<file path="src/rtl/pwm_multi.sv">
// pwm_multi: multi-channel PWM generator with one shared period counter and a
// per-channel duty compare. Period, duty and mode are double-buffered in shadow
// registers and committed only at a period boundary, or at once while EN is low.
// Optional feature macro: PWM_CENTER_EN builds center-aligned (up/down) mode.
// Without it, CENTER is accepted but ignored and the counter is edge-aligned only.
module pwm_multi #(
  parameter int CHANNELS       = 4,
  parameter int CNT_W          = 8,
  parameter int DEFAULT_PERIOD = 100,
  parameter int DEFAULT_DUTY   = 30
) (
  input  logic                      CLK,
  input  logic                      RST,
  input  logic                      EN,
  input  logic                      LOAD,
  input  logic [CNT_W-1:0]          PERIOD_IN,
  input  logic [CHANNELS*CNT_W-1:0] DUTY_IN,
  input  logic                      CENTER,
  output logic                      BUSY,
  output logic                      WRAP,
  output logic [CHANNELS-1:0]       OUT
);

  localparam logic [CNT_W-1:0] PERIOD_RST = CNT_W'(DEFAULT_PERIOD);
  localparam logic [CNT_W-1:0] DUTY_RST   = CNT_W'(DEFAULT_DUTY);
  localparam logic [CNT_W-1:0] PERIOD_MIN = CNT_W'(2);
  localparam logic [CNT_W-1:0] ONE        = CNT_W'(1);

  logic [CNT_W-1:0]                cnt_reg, cnt_next;
  logic [CNT_W-1:0]                period_act_reg, period_sh_reg;
  logic [CHANNELS-1:0][CNT_W-1:0]  duty_act_reg, duty_sh_reg;
  logic                            busy_reg, busy_next;
  logic [CHANNELS-1:0]             out_reg, out_next;
  logic                            wrap;
  logic                            commit;
  logic [CNT_W-1:0]                period_last;
  logic [CNT_W-1:0]                period_clamped;

`ifdef PWM_CENTER_EN
  logic                            dir_down_reg, dir_down_next;
  logic                            center_act_reg, center_sh_reg;
`else
  logic                            unused_center;
  assign unused_center = CENTER;
`endif

  // Last count value of the up ramp; period is never below 2, so no underflow.
  assign period_last    = period_act_reg - ONE;
  // Periods below 2 would leave no room for a low phase; clamp at capture.
  assign period_clamped = (PERIOD_IN < PERIOD_MIN) ? PERIOD_MIN : PERIOD_IN;

`ifdef PWM_CENTER_EN
  assign wrap = EN & (center_act_reg ? (dir_down_reg & (cnt_reg == '0))
                                     : (cnt_reg == period_last));
`else
  assign wrap = EN & (cnt_reg == period_last);
`endif

  // While stopped there is no period boundary to wait for, so commit at once.
  assign commit = busy_reg & (~EN | wrap);

  // Next counter value: restart at 0 on wrap or when stopped.
  always_comb begin
    cnt_next = cnt_reg;
`ifdef PWM_CENTER_EN
    dir_down_next = dir_down_reg;
`endif
    if (!EN || wrap) begin
      cnt_next = '0;
`ifdef PWM_CENTER_EN
      dir_down_next = 1'b0;
`endif
    end else begin
`ifdef PWM_CENTER_EN
      if (!center_act_reg) begin
        cnt_next = cnt_reg + ONE;
      end else if (!dir_down_reg) begin
        // Top value is held one extra cycle while turning around.
        if (cnt_reg == period_last) begin
          dir_down_next = 1'b1;
        end else begin
          cnt_next = cnt_reg + ONE;
        end
      end else begin
        cnt_next = cnt_reg - ONE;
      end
`else
      cnt_next = cnt_reg + ONE;
`endif
    end
  end

  // A new LOAD always leaves something pending, even on a commit edge.
  always_comb begin
    busy_next = busy_reg;
    if (LOAD) begin
      busy_next = 1'b1;
    end else if (commit) begin
      busy_next = 1'b0;
    end
  end

  // Per-channel compare against the active duty.
  for (genvar gi = 0; gi < CHANNELS; gi++) begin : g_cmp
    assign out_next[gi] = EN & (cnt_reg < duty_act_reg[gi]);
  end

  // Counter, period, busy flag and registered outputs.
  always_ff @(posedge CLK or posedge RST) begin
    if (RST) begin
      cnt_reg        <= '0;
      period_act_reg <= PERIOD_RST;
      period_sh_reg  <= PERIOD_RST;
      busy_reg       <= 1'b0;
      out_reg        <= '0;
    end else begin
      cnt_reg  <= cnt_next;
      busy_reg <= busy_next;
      out_reg  <= out_next;
      if (commit) begin
        period_act_reg <= period_sh_reg;
      end
      if (LOAD) begin
        period_sh_reg <= period_clamped;
      end
    end
  end

  // Per-channel duty shadow and active registers.
  for (genvar gi = 0; gi < CHANNELS; gi++) begin : g_duty
    always_ff @(posedge CLK or posedge RST) begin
      if (RST) begin
        duty_act_reg[gi] <= DUTY_RST;
        duty_sh_reg[gi]  <= DUTY_RST;
      end else begin
        if (commit) begin
          duty_act_reg[gi] <= duty_sh_reg[gi];
        end
        if (LOAD) begin
          duty_sh_reg[gi] <= DUTY_IN[gi*CNT_W +: CNT_W];
        end
      end
    end
  end

`ifdef PWM_CENTER_EN
  // Direction flag and mode shadow/active bits for center-aligned counting.
  always_ff @(posedge CLK or posedge RST) begin
    if (RST) begin
      dir_down_reg   <= 1'b0;
      center_act_reg <= 1'b0;
      center_sh_reg  <= 1'b0;
    end else begin
      dir_down_reg <= dir_down_next;
      if (commit) begin
        center_act_reg <= center_sh_reg;
      end
      if (LOAD) begin
        center_sh_reg <= CENTER;
      end
    end
  end
`endif

  assign BUSY = busy_reg;
  assign WRAP = wrap;
  assign OUT  = out_reg;

endmodule
</file>
<file path="config.mk">
export PLATFORM = sky130hd
export DESIGN_NAME = pwm_multi
export DESIGN_NICKNAME = d
export VERILOG_FILES = /design/src/rtl/pwm_multi.sv
export SDC_FILE = /design/constraint.sdc
export NUM_CORES = 1
export LEC_CHECK = 0
export ABC_AREA = 1
export BUFFER_PORTS_ARGS = -buffer_cell sky130_fd_sc_hd__clkbuf_2
export CORE_ASPECT_RATIO = 1.5
export CORE_UTILIZATION = 40
export CTS_BUF_LIST = sky130_fd_sc_hd__clkbuf_8
export CTS_CLUSTER_DIAMETER = 120
export DETAILED_ROUTE_END_ITERATION = 8
export SLEW_MARGIN = 20
export SYNTH_ARGS = -nofsm -noshare
export SYNTH_HDL_FRONTEND = slang
export SYNTH_SLANG_ARGS = --single-unit
</file>
<file path="constraint.sdc">
create_clock -name CLK -period 6.05 [get_ports CLK]
set_input_delay 0.3025 -clock CLK [delete_from_list [all_inputs] [get_ports CLK]]
set_output_delay 0.3025 -clock CLK [all_outputs]
set_load 0.005 [all_outputs]
</file>
**Word level (Yosys, flattened, before mapping)**

Cells that the tools add are included.

- Register bits: 93
- Bits of input ports: 45
- Logic and storage cells: 36

- Add/subtract/negate cells: 2
- Order comparisons: 5
- Equal/unequal tests: 1
- Muxes and demuxes: 4
- Bitwise operators: 8
- Reduce and logical (&&, ||, !) cells: 3

Operators by type and width:

| cell | count |
|---|---|
| < comparator 8 bit | 4 |
| two-way mux 8 bit | 2 |
| adder 8 x 1 -> 8 bit (second input constant) | 1 |
| equality test 8 bit | 1 |
| < comparator 8 x 2 -> 1 bit (second input constant) | 1 |
| subtractor 8 x 1 -> 8 bit (second input constant) | 1 |
| bitwise AND 1 bit | 6 |
| two-way mux 1 bit | 2 |
| nonzero test 2 bit | 1 |
| logical NOT 1 bit | 1 |
| logical OR 1 bit | 1 |
| NOT 1 bit | 1 |
| bitwise OR 1 bit | 1 |

**Longest topological paths before layout**

Gate-level depths: netlist (run 1).

- Depth in word-level cells: 7
- Gate-level depth with buffers: 14
- Gate-level depth less buffers: 13

**Least setup slack after synthesis (run 1)**

No wires, ideal clock.

- Path type: register to register
- Start: register period_act_reg[0]
- End: register duty_act_reg[5] (netlist bit)
- Setup time: 66 ps
- Data arrival time: 1763 ps
- Setup slack: 4221 ps
- Cell stages (with the launch flop): 14
- Buffers on the path: 2
- Cells stage by stage: dfrtp_1 inv_2 ha_1 nand2_1 inv_1 nor2_1 nand2_1 nor2_1 nand4_1 o21bai_2 buf_4 buf_6 nand3_1 nand2_1

- Word-level cells in the longest chain between the ends: 5

Ends and longest elaborated chain:

| what | line | source |
|---|---|---|
| start, declared | 30 | `logic [CNT_W-1:0] period_act_reg, period_sh_reg;` |
| start signal, assigned | 121 | `period_act_reg <= period_sh_reg;` |
| subtractor 8 x 1 -> 8 bit | 48 | `assign period_last = period_act_reg - ONE;` |
| equality test 8 bit | 56 | `assign wrap = EN & (cnt_reg == period_last);` |
| bitwise AND 1 bit | 56 |  |
| bitwise OR 1 bit | 60 | `assign commit = busy_reg & (~EN \| wrap);` |
| bitwise AND 1 bit | 60 |  |
| end signal, assigned by index | 137 | `duty_act_reg[gi] <= duty_sh_reg[gi];` |
| end, declared | 31 | `logic [CHANNELS-1:0][CNT_W-1:0] duty_act_reg, duty_sh_reg;` |

No other way between the ends.
A chain may end at the register's enable or synchronous reset.

**Worst setup path after layout (run 1)**

- Start: register period_act_reg[0]
- End: register duty_act_reg[15] (netlist bit)

Same word-level chain as after synthesis.

==> results.txt, run 1 <==
----------------------------------------------------
[Layout]
  Area of combinational cells with multiple inputs ... 0.00194 mm²
  Fraction of final layout cells with drive strength greater than 1 ... 17.9%
  Layout area overhead ... 12.0%
  Total of fill cells in the finished design ... 1130
  Fin util ... 46.4%
  Net total in the final layout ... 684
  Number of diodes added for antenna fixing ... 0
  Register cell area after layout ... 0.00237 mm²
  Post-route cell area ... 0.00516 mm²

[Clock tree]
  CTS tree ... done
  Clock sink total ... 93
  CTS H-Tree Depth ... 3
  Number of clock buffers inserted by TritonCTS ... 9
  Root buf cell ... clkbuf_8
  Post-cts repair resize count ... 0
  Clock Path Buffers ... 2
  CTS clock-pin slew for the worst setup and hold paths ... 90 ps
  CTS hold repair buffers ... 1
  Buffers inserted during post-CTS setup optimization ... 0
  Insertion delay of the later-clocked pin in the worst-skew pair ... 370 ps

[Yosys]
  Share of the synthesized area in the top cell type ... 29.9%
  Synthesized-area fraction occupied by ao, oa, aoi and oai cells ... 4.29%
  Seq cells post-synth ... 93
  Ranking of synthesized cells by area ... dfrtp_1, dfstp_2, nand2_1
  Yosys Warn Count ... 0
  Gate count of the mapped netlist ... 566
  Adder-cell share of the synthesized area ... 8.15%
  Count of distinct cell types in the synthesized netlist ... 30
  Share of synthesized flip-flops with an asynchronous set or reset ... 100%
  Mapped Area ... 0.00461 mm²
  Cell accounting for the most synthesized area ... dfrtp_1
  XOR/XNOR share of the synthesized area ... 0.951%
  Main combinational cell family by area after synthesis ... simple AND/OR/NAND/NOR gates
  Net count after synthesis ... 641
  Post-synthesis mux area share ... 0%
  Most used standard cell by instance count after synthesis ... nand2_1
  Post-synth top cells ... nand2_1, dfrtp_1, inv_1
  EDFF count, synth ... 0
  Simple-Gate Fraction of Synth Area ... 28.7%
  Main flop type after synthesis ... dfrtp_1
  Mapped Avg Cell Area ... 8.14 µm²
  Sequential area share after synthesis ... 51.5%

[Worst setup path]
  Crit Path Max Fanout ... 50
  Number of cells on the worst reg-to-reg path ... 15
  Kind of critical path ... reg2reg
  Worst endpoint data arrival time ... 3160 ps
  Crit. End Element ... flip-flop
  Worst reg2reg endpoint ... duty_act_reg[15]$_DFFE_PP0P_
  Register-to-register setup slack ... 3150 ps
  Reg-to-Reg Start ... period_act_reg[0]$_DFFE_PP0P_
  Data required time at the worst endpoint ... 6310 ps
  Crit path launch type ... flip-flop

[Global route]
  Via count of the first global-routing pass ... 3626
  Total gr overflow ... 0
  Global-route wire length before repair ... 16400 µm
  Maximum number of pins on one net before global-route repair ... 60
  Gr usage total ... 18.0%
  Initial antenna violation count ... 0

[Timing]
  Worst hold margin ... 103 ps
  Fin. Hold Viols ... 0
  Setup total negative slack ... 0 ps
  Tmin final ... 2900 ps
  Worst slew margin relative to its limit ... 45.9%
  Layout Skew ... 13.6 ps
  Fmax ... 345 MHz
  Share of the clock period used by the worst path ... 47.9%
  Number of setup violations in the final report ... 0
  Tightest Pin Transition ... 811 ps
  Unrepaired setup endpoints after global routing ... false
  Final Max Tran Viols ... 0

[Pwr]
  Power density over the cells ... 275 mW/mm²
  Leakage power ... 2.79 nW
  Maximum vdd drop ... 0.141 mV
  Overall Power ... 1.42 mW

[Routing]
  Post-DR wirelength/cell ... 12.3 µm
  Post-route ant nets ... 0
  # DRC ... 0
  Iteration-0 DRC count of the detailed router ... 176
  Number of search-and-repair iterations in the first detailed-routing pass ... 4
  Number of vias in the routed layout ... 3613
  Wire length after detailed routing ... 9400 µm
  Number of vias per cell ... 4.75

[Flow run]
  Max-cap violation count ... 0

[Min path]
  Endpoint, Worst Hold ... duty_sh_reg[9]$_DFFE_PP1P_
  Hold WC Path Type ... in2reg
  HP Start ... DUTY_IN[9]
  Cell depth of the worst min-delay path ... 3

[Floorplanning]
  Core ar. ... 0.0111 mm²
  FP Rows ... 47
  Initial cell density of the core ... 41.4%
  Full die area ... 0.0120 mm²
  Number of placed I/O pins ... 51
  DIE WIDTH ... 89.6 µm
  Die Y ... 133 µm

[Placement]
  Placed cell area ... 0.00497 mm²
  Port Buffer Count ... 49
  Final Wtd Congestion ... 0.803
  Half-perimeter wire length after placement ... 6440 µm

[Outcome]
  Status ... finished clean

----------------------------------------------------
==> through the flow <==
stage / std cells / setup slack (ps)
floorplan: 566 / 3390
global placement: 744 / 3180
detailed placement: 744 / 3130
CTS: 761 / 3110
global route: 761 / 2800
finish: 761 / 3150
==> per-layer routing <==
metal | global-route usage (%) | share of wire [%]
met5 | 0 | 0
met2 | 30.2 | 50
met4 | 7.41 | 2.4
met3 | 3.59 | 2.7
met1 | 22.1 | 45
==> worst max-delay path, stage by stage (launching register included) <==
cell and delay (ps):
dfrtp_1 440, inv_2 100, ha_1 230, inv_1 80, nand2_1 70, nand3_1 60
nand2_1 80, nand2_1 40, nor2_1 150, nand3_2 100, o21bai_2 110, buf_4 430
nand2_1 390, buf_4 360, nand2_1 100, nand2_1 50
==> cell families after synthesis <==
group | Yosys count
simple gates | 330
flops | 93
xor+xnor | 5
buf+inv | 73
compound gates | 35
fa+ha+maj | 30
==> worst max-delay path by stage <==
| stage | slack (ps) | startpoint | to |
|---|---|---|---|
| 3_5_place_dp | 3130 | period_act_reg[0]$_DFFE_PP0P_ | duty_act_reg[16]$_DFFE_PP0P_ |
| 3_3_place_gp | 3180 | period_act_reg[0]$_DFFE_PP0P_ | duty_act_reg[5]$_DFFE_PP0P_ |
| 2_1_floorplan | 3390 | RST | BUSY$_DFFE_PP0P_ |
| 5_1_grt | 2800 | period_act_reg[0]$_DFFE_PP0P_ | duty_act_reg[0]$_DFFE_PP0P_ |
| 6_report | 3150 | period_act_reg[0]$_DFFE_PP0P_ | duty_act_reg[15]$_DFFE_PP0P_ |
| 4_1_cts | 3110 | period_act_reg[0]$_DFFE_PP0P_ | duty_act_reg[15]$_DFFE_PP0P_ |
==> layout make-up <==
cell class                      instances  area share, %
Tap cell                              147           3.57
Timing Repair Buffer                   55           5.68
Clock inverter                          5          0.558
Clock buffer                           11           2.93
Sequential cell                        93           46.0
Multi-Input combinational cell        400           37.6
Inverter                               50           3.66
==> placed cells by master (no fill, tap or decap), drive strengths merged <==
cell type | Yosys | layout
nand2 | 247 | 247
ha | 30 | 30
dfrtp | 55 | 55
nor4 | 1 | 1
nor3 | 6 | 6
xnor2 | 1 | 1
a31oi | 1 | 1
o21a | 1 | 1
and3 | 1 | 1
clkinvlp | 0 | 1
nor2 | 25 | 25
xor2 | 4 | 4
a211oi | 4 | 4
nand3 | 48 | 48
a21oi | 15 | 15
dfstp | 38 | 38
and2 | 1 | 1
inv | 49 | 50
clkinv | 1 | 4
nand4 | 1 | 1
o21bai | 1 | 1
buf | 10 | 5
clkbuf | 13 | 60
o21ai | 12 | 12
dlygate4sd3 | 0 | 1
a21o | 1 | 1
==> power by group <==
part	leakage [nW]	internal, mW	total [mW]	switching [mW]
Combinational	1.61	0.102	0.263	0.160
Clock	0.0979	0.169	0.384	0.215
Sequential	1.09	0.720	0.772	0.0519
No activity file was read; power rests on OpenSTA's default activity.
==> run 2: changes to the inputs <==
==> constraint.sdc (replaced) <==
create_clock -name CLK -period 2.6 [get_ports CLK]
set_input_delay 0.13 -clock CLK [delete_from_list [all_inputs] [get_ports CLK]]
set_output_delay 0.13 -clock CLK [all_outputs]
set_load 0.005 [all_outputs]
==> run 2 against run 1 <==
  * Sequential share of layout area down 3.8 points
  * Total power up 150%
  * Global-route usage up 0.75 points
  * Via count up 2.8%
  * Maximum frequency up 32%
  * Sequential power up 130%
  * Utilization up 4.2 points
  * Combinational power rose to 2.5 times the previous value
  * Critical path depth down 1
  * Worst setup slack worse by 2800 ps
  * First-iteration DRC count down 30%
  * Hold slack worse by 76 ps
  * Critical path type unchanged
==> results.txt, run 2 (synthesized netlist as in run 1, its figures left out) <==
----------------------------------------------------
[Layout]
  Most used cells in the layout excluding fill and tap cells ... nand2_1, dfrtp_1, clkbuf_2
  Layout area overhead ... 22.2%
  Post-route cell area ... 0.00563 mm²
  Most common library cell in the layout ignoring fill and taps ... nand2_1
  Total of fill cells in the finished design ... 1073
  Fraction of final layout cells with drive strength greater than 1 ... 17.6%
  Net total in the final layout ... 725
  Number of diodes added for antenna fixing ... 0

[Routing]
  Iteration-0 DRC count of the detailed router ... 123
  Number of vias in the routed layout ... 3713
  Number of search-and-repair iterations in the first detailed-routing pass ... 4
  Wire length after detailed routing ... 9740 µm
  Number of vias per cell ... 4.63
  Post-DR wirelength/cell ... 12.1 µm
  # DRC ... 0
  Post-route ant nets ... 0

[Clock tree]
  Number of clock buffers inserted by TritonCTS ... 9
  Clock Path Buffers ... 2
  CTS H-Tree Depth ... 3
  Root buf cell ... clkbuf_8
  CTS clock-pin slew for the worst setup and hold paths ... 90 ps
  Buffers inserted during post-CTS setup optimization ... 0
  Insertion delay of the later-clocked pin in the worst-skew pair ... 360 ps
  Clock sink total ... 93
  CTS tree ... done

[Floorplanning]
  Initial cell density of the core ... 41.4%
  Die Y ... 133 µm
  Core ar. ... 0.0111 mm²
  DIE WIDTH ... 89.6 µm
  Full die area ... 0.0120 mm²
  FP Rows ... 47
  Number of placed I/O pins ... 51

[Timing]
  Unrepaired setup endpoints after global routing ... false
  Tmin final ... 2200 ps
  Tightest Pin Transition ... 720 ps
  Layout Skew ... 10.3 ps
  Final Max Tran Viols ... 0
  Fin. Hold Viols ... 0
  Share of the clock period used by the worst path ... 84.6%
  Fmax ... 455 MHz
  Setup total negative slack ... 0 ps
  Worst slew margin relative to its limit ... 52.0%
  Number of setup violations in the final report ... 0

[Flow run]
  Max-cap violation count ... 0

[Worst setup path]
  Worst setup startpoint ... period_act_reg[0]$_DFFE_PP0P_
  Total stage count of the critical path ... 14
  Data required time at the worst endpoint ... 2850 ps
  CP Cell Sequence ... inv_2 > ha_1 > inv_1 > nand2_1 > nand3_1 > nand2_1 > nand2_1 > nor2_1 > nand3_2 > o21bai_2 > nand2_1 > buf_4 > nand2_1 > nand2_1
  Buffers & Inverters on Critical Path ... 3
  Number of cells on the worst reg-to-reg path ... 14
  Reg-to-Reg Start ... period_act_reg[0]$_DFFE_PP0P_
  Crit path launch type ... flip-flop
  Dominant cell type by count on the critical path ... nand2_1
  CP Capture Point ... duty_act_reg[13]$_DFFE_PP0P_
  Worst endpoint data arrival time ... 2450 ps
  Worst path top cell family by delay ... simple AND/OR/NAND/NOR gates
  Crit path max-delay cell type ... dfrtp_1
  Worst reg2reg endpoint ... duty_act_reg[13]$_DFFE_PP0P_
  Crit Path Max Fanout ... 25
  Maximum single-stage delay on the critical path ... 430 ps
  Kind of critical path ... reg2reg
  Register-to-register setup slack ... 400 ps
  Crit. End Element ... flip-flop

[Placement]
  Placed cell area ... 0.00502 mm²
  Final Wtd Congestion ... 0.818
  Port Buffer Count ... 49
  Half-perimeter wire length after placement ... 6670 µm

[Pwr]
  Leakage power ... 2.99 nW
  Power density over the cells ... 626 mW/mm²
  Maximum vdd drop ... 0.319 mV

[Global route]
  Total gr overflow ... 0
  Global-route wire length before repair ... 17000 µm
  Met1 layer usage reported by global route ... 24.0%
  Most utilized layer in the global route result ... met2
  Maximum number of pins on one net before global-route repair ... 54
  Met3 Usage GRT ... 2.60%
  Via count of the first global-routing pass ... 3641
  Gr usage total ... 18.7%
  Met2 GRT Util ... 31.1%
  Initial antenna violation count ... 0

[Min path]
  Hold WC Path Type ... in2reg

[Outcome]
  Status ... finished clean

----------------------------------------------------
run 2: cell count changes in the layout (fill, tap and decap cells not counted):
cell	delta
dlygate4sd3_1	+37
inv_1	-1
buf_4	+2
bufinv_16	+2
buf_12	+2
clkinv_2	-1
clkbuf_8	-1
clkinvlp_4	+1
run 2: metrics by stage:
stage          cells  worst slack, ps  power [mW]  util (%)  hold slack [ps]
5_1_grt          802              137        3.77      50.6             33.8
4_1_cts          802              385        3.57      50.6             9.34
6_report         802              400        3.52      50.6             27.0
2_1_floorplan    566              113        2.26         -              226
3_5_place_dp     748              393        2.45      45.2              253
3_3_place_gp     748              472        2.43      45.2              242
run 2: how the worst min path moves through the flow:
stage          depth (start not counted)    startpoint                      endpoint
2_1_floorplan                          2   DUTY_IN[10]   duty_sh_reg[10]$_DFFE_PP1P_
5_1_grt                                3  PERIOD_IN[7]  period_sh_reg[7]$_DFFE_PP0P_
6_report                               3  PERIOD_IN[1]  period_sh_reg[1]$_DFFE_PP0P_
4_1_cts                                3  PERIOD_IN[0]  period_sh_reg[0]$_DFFE_PP0P_
3_3_place_gp                           2           RST   duty_sh_reg[23]$_DFFE_PP0P_
3_5_place_dp                           2           RST   duty_sh_reg[23]$_DFFE_PP0P_
run 2: timing repair:
| action | CTS | global route |
|---|---|---|
| endpoints found under the setup margin | 0 | 0 |
| resized for setup | 0 | 0 |
| endpoints found under the hold margin | 64 | 0 |
| hold buffers | 38 | 0 |
run 2: routing by layer:
layer  vias up  routed length (µm)
met5         -                   0
met4         0                 183
met3        12                 241
met2        46                4900
met1      1719                4420
li1       1936                   -
run 2: report_power, final:
part           total, mW  internal (mW)  switching (mW)
clock network       1.06          0.566           0.497
logic              0.664          0.283           0.381
registers           1.80           1.68           0.120
total               3.52           2.52           0.999
run 2: worst register-to-register path, stage by stage, from the launching register on:
cell      delay, ps
dfrtp_1         430
inv_2           100
ha_1            240
inv_1            80
nand2_1          70
nand3_1          60
nand2_1         100
nand2_1          50
nor2_1          140
nand3_2         100
o21bai_2        230
nand2_1         110
buf_4           240
nand2_1         100
nand2_1          50
run 2: area by class of cell:
| type | count | area, µm² | share of cell area [%] |
|---|---|---|---|
| Multi-Input combinational cell | 400 | 1940 | 34.4 |
| Clock buffer | 10 | 138 | 2.44 |
| Sequential cell | 93 | 2370 | 42.2 |
| Inverter | 50 | 189 | 3.36 |
| Timing Repair Buffer | 96 | 718 | 12.8 |
| Clock inverter | 6 | 87.6 | 1.56 |
| Tap cell | 147 | 184 | 3.27 |
==> run 3: changes to the inputs <==
--- a/config.mk
+++ b/config.mk
@@ -5,7 +5,7 @@
 export SDC_FILE = /design/constraint.sdc
 export NUM_CORES = 1
 export LEC_CHECK = 0
-export ABC_AREA = 1
+export ABC_AREA = 0
 export BUFFER_PORTS_ARGS = -buffer_cell sky130_fd_sc_hd__clkbuf_2
 export CORE_ASPECT_RATIO = 1.5
 export CORE_UTILIZATION = 40
==> constraint.sdc (replaced) <==
create_clock -name CLK -period 1.85 [get_ports CLK]
set_input_delay 0.0925 -clock CLK [delete_from_list [all_inputs] [get_ports CLK]]
set_output_delay 0.0925 -clock CLK [all_outputs]
set_load 0.005 [all_outputs]
==> run 3 against run 2 <==
  * The run now ends with negative setup slack left
  * Worst setup slack got worse by 1100 ps
  * Synthesized area fell by 3.8%
  * Critical path depth fell by 6
  * Hold slack improved by 88 ps
  * Die area fell by 3.7%
  * Count of clock-buffer cells in the layout rose by 2
  * Critical path type unchanged
  * Highest routed layer unchanged
  * Largest cell class unchanged
  * Sequential cell count did not move
  * Clock power rose by 34%
  * Largest power group unchanged
  * Clock skew rose by 6.3 ps
  * Utilization rose by 9.8 points
  * Via count fell by 7.8%
==> results.txt, run 3 <==
----------------------------------------------------
[Routing]
  Post-DR wirelength/cell ... 16.8 µm
  # DRC ... 0
  Number of vias per cell ... 5.19
  Number of vias in the routed layout ... 3425
  Iteration-0 DRC count of the detailed router ... 150
  Number of search-and-repair iterations in the first detailed-routing pass ... 5
  Wire length after detailed routing ... 11100 µm
  Post-route ant nets ... 0

[Placement]
  Placed cell area ... 0.00506 mm²
  Port Buffer Count ... 49
  Final Wtd Congestion ... 0.785
  Half-perimeter wire length after placement ... 6490 µm

[Outcome]
  Violated checks ... negative setup slack
  Status ... finished, violations left

[Layout]
  Area of combinational cells with multiple inputs ... 0.00225 mm²
  Register cell area after layout ... 0.00238 mm²
  Total of fill cells in the finished design ... 874
  Net total in the final layout ... 586
  Most used cells in the layout excluding fill and tap cells ... dfrtp_1, clkbuf_2, dlygate4sd3_1
  Number of diodes added for antenna fixing ... 0
  Layout area overhead ... 46.0%
  Post-route cell area ... 0.00647 mm²
  Most common library cell in the layout ignoring fill and taps ... dfrtp_1
  Fraction of final layout cells with drive strength greater than 1 ... 52.7%

[Timing]
  Worst hold margin ... 115 ps
  Post-route setup slack ... -656 ps
  Unrepaired setup endpoints after global routing ... true
  Share of the clock period used by the worst path ... 135%
  Tmin final ... 2510 ps
  Number of setup violations in the final report ... 50
  Fin. Hold Viols ... 0
  Layout Skew ... 16.6 ps
  Final Max Tran Viols ... 0
  Tightest Pin Transition ... 702 ps
  Fmax ... 399 MHz
  Setup total negative slack ... -26840 ps
  Worst slew margin relative to its limit ... 53.1%

[Clock tree]
  Number of clock buffers inserted by TritonCTS ... 9
  CTS tree ... done
  CTS clock-pin slew for the worst setup and hold paths ... 100 ps
  CTS H-Tree Depth ... 3
  Insertion delay of the later-clocked pin in the worst-skew pair ... 370 ps
  Clock Path Buffers ... 2
  Clock sink total ... 93
  Root buf cell ... clkbuf_8

[Floorplanning]
  FP Rows ... 46
  Core ar. ... 0.0107 mm²
  DIE WIDTH ... 88.0 µm
  Number of placed I/O pins ... 51
  Full die area ... 0.0115 mm²
  Die Y ... 131 µm
  Initial cell density of the core ... 41.4%

[Min path]
  Hold WC Path Type ... in2reg

[Pwr]
  Power density over the cells ... 860 mW/mm²
  Relative contribution of sequential cells to total power ... 45.6%
  Clock power frac ... 25.6%
  Internal Power ... 3.97 mW
  Logic pwr share ... 28.9%
  Maximum vdd drop ... 0.455 mV
  Switch share ... 28.7%
  Leakage power ... 2.97 nW
  Overall Power ... 5.57 mW
  Switching power ... 1.60 mW

[Yosys]
  Sequential area share after synthesis ... 53.6%
  Simple-Gate Fraction of Synth Area ... 8.21%
  Main flop type after synthesis ... dfrtp_1
  Cell accounting for the most synthesized area ... dfrtp_1
  Share of synthesized flip-flops with an asynchronous set or reset ... 100%
  Ranking of synthesized cells by area ... dfrtp_1, dfstp_2, mux2_2
  Net count after synthesis ... 452
  Post-synthesis mux area share ... 11.9%
  Gate count of the mapped netlist ... 377
  Most used standard cell by instance count after synthesis ... dfrtp_1
  Share of the synthesized area in the top cell type ... 31.0%
  Count of distinct cell types in the synthesized netlist ... 36
  Post-synth top cells ... dfrtp_1, dfstp_2, mux2_2
  Yosys Warn Count ... 0
  Mapped Avg Cell Area ... 11.8 µm²
  XOR/XNOR share of the synthesized area ... 4.06%
  EDFF count, synth ... 0
  Seq cells post-synth ... 93
  Synthesized-area fraction occupied by ao, oa, aoi and oai cells ... 8.81%
  Mapped Area ... 0.00443 mm²
  Adder-cell share of the synthesized area ... 8.47%
  Main combinational cell family by area after synthesis ... multiplexers

[Global route]
  Global-route wire length before repair ... 16200 µm
  Via count of the first global-routing pass ... 3312
  Initial antenna violation count ... 0
  Maximum number of pins on one net before global-route repair ... 35
  Total gr overflow ... 0
  Gr usage total ... 18.8%

[Worst setup path]
  Crit path launch type ... flip-flop
  CP Cell Sequence ... buf_4 > nor3_2 > xnor2_1 > nand4_1 > o41ai_4 > and2_4 > buf_12 > mux2_4
  Maximum single-stage delay on the critical path ... 550 ps
  Crit path max-delay cell type ... dfstp_2
  Data required time at the worst endpoint ... 2100 ps
  Crit Path Max Fanout ... 7
  Worst endpoint data arrival time ... 2760 ps
  Crit. End Element ... flip-flop
  Kind of critical path ... reg2reg

[Flow run]
  Max-cap violation count ... 0

----------------------------------------------------
[run 3: metal layers]
metal | vias up | track usage [%] | wire [µm]
met5 | - | 0 | 0
met4 | 0 | 7.14 | 328
met3 | 26 | 3.52 | 429
met2 | 79 | 33.2 | 5970
met1 | 1739 | 22.6 | 4380
li1 | 1581 | - | -
[run 3: kinds of logic after synthesis]
logic type | Yosys count
DFF | 93
and+or+nand+nor | 70
AOI/OAI and AO/OA | 63
buffers and inverters | 55
muxes | 47
adders and majority gates | 30
xor gates and xnor gates | 19
[run 3: repair_timing]
item,in CTS,in global routing
pin swaps,8,25
hold endpoints to repair,55,0
cloned,3,6
endpoints found under the setup margin,50,54
hold buffers,41,0
setup buffers,9,7
gates resized for setup,47,93
[run 3: path summary, 6_finish.rpt]
kind / start / endpoint / slack (ps) / cells after the start
setup reg to reg: period_act_reg[2]$_DFFE_PP1P_ / duty_act_reg[16]$_DFFE_PP0P_ / -660 / 8
max in group asynchronous: RST / duty_sh_reg[12]$_DFFE_PP1P_ / 820 / 4
hold / removal: EN / OUT[2]$_DFF_PP0_ / 120 / 3
min in group asynchronous: RST / cnt_reg[6]$_DFF_PP0_ / 370 / 3
hold reg to reg: duty_sh_reg[1]$_DFFE_PP1P_ / duty_act_reg[1]$_DFFE_PP1P_ / 480 / 2
setup / recovery: period_act_reg[2]$_DFFE_PP1P_ / duty_act_reg[16]$_DFFE_PP0P_ / -660 / 8
[run 3: power groups by stage]
stage	Combinational (mW)	Clock, mW	Sequential [mW]
after floorplan	0.661	0	2.53
after global placement	0.994	0	2.55
after detailed placement	1.04	0	2.56
after CTS	1.29	1.46	2.53
after global routing	1.75	1.53	2.57
final	1.61	1.42	2.54
[run 3: area by class of cell]
| type | instances | area share [%] |
|---|---|---|
| Clock inverter | 4 | 0.734 |
| Inverter | 36 | 2.15 |
| Clock buffer | 12 | 2.55 |
| Timing Repair Buffer | 142 | 20.4 |
| Sequential cell | 93 | 36.7 |
| Tap cell | 144 | 2.78 |
| Multi-Input combinational cell | 229 | 34.7 |
[run 3: critical path: cells and delay by family (launching register included)]
kind,cells,cell delay [ps]
buf+inv,2,310
compound gates,1,430
mux,1,300
xor+xnor,1,230
simple gates,3,540
flops,1,550
[run 3: stage by stage]
step           setup WS [ps]  util (%)  instances
3_5_place_dp            -693      47.3        582
4_1_cts                 -535      55.9        649
6_report                -656      60.5        660
2_1_floorplan           -600         -        377
3_3_place_gp            -573      47.3        582
5_1_grt                 -656      60.5        660
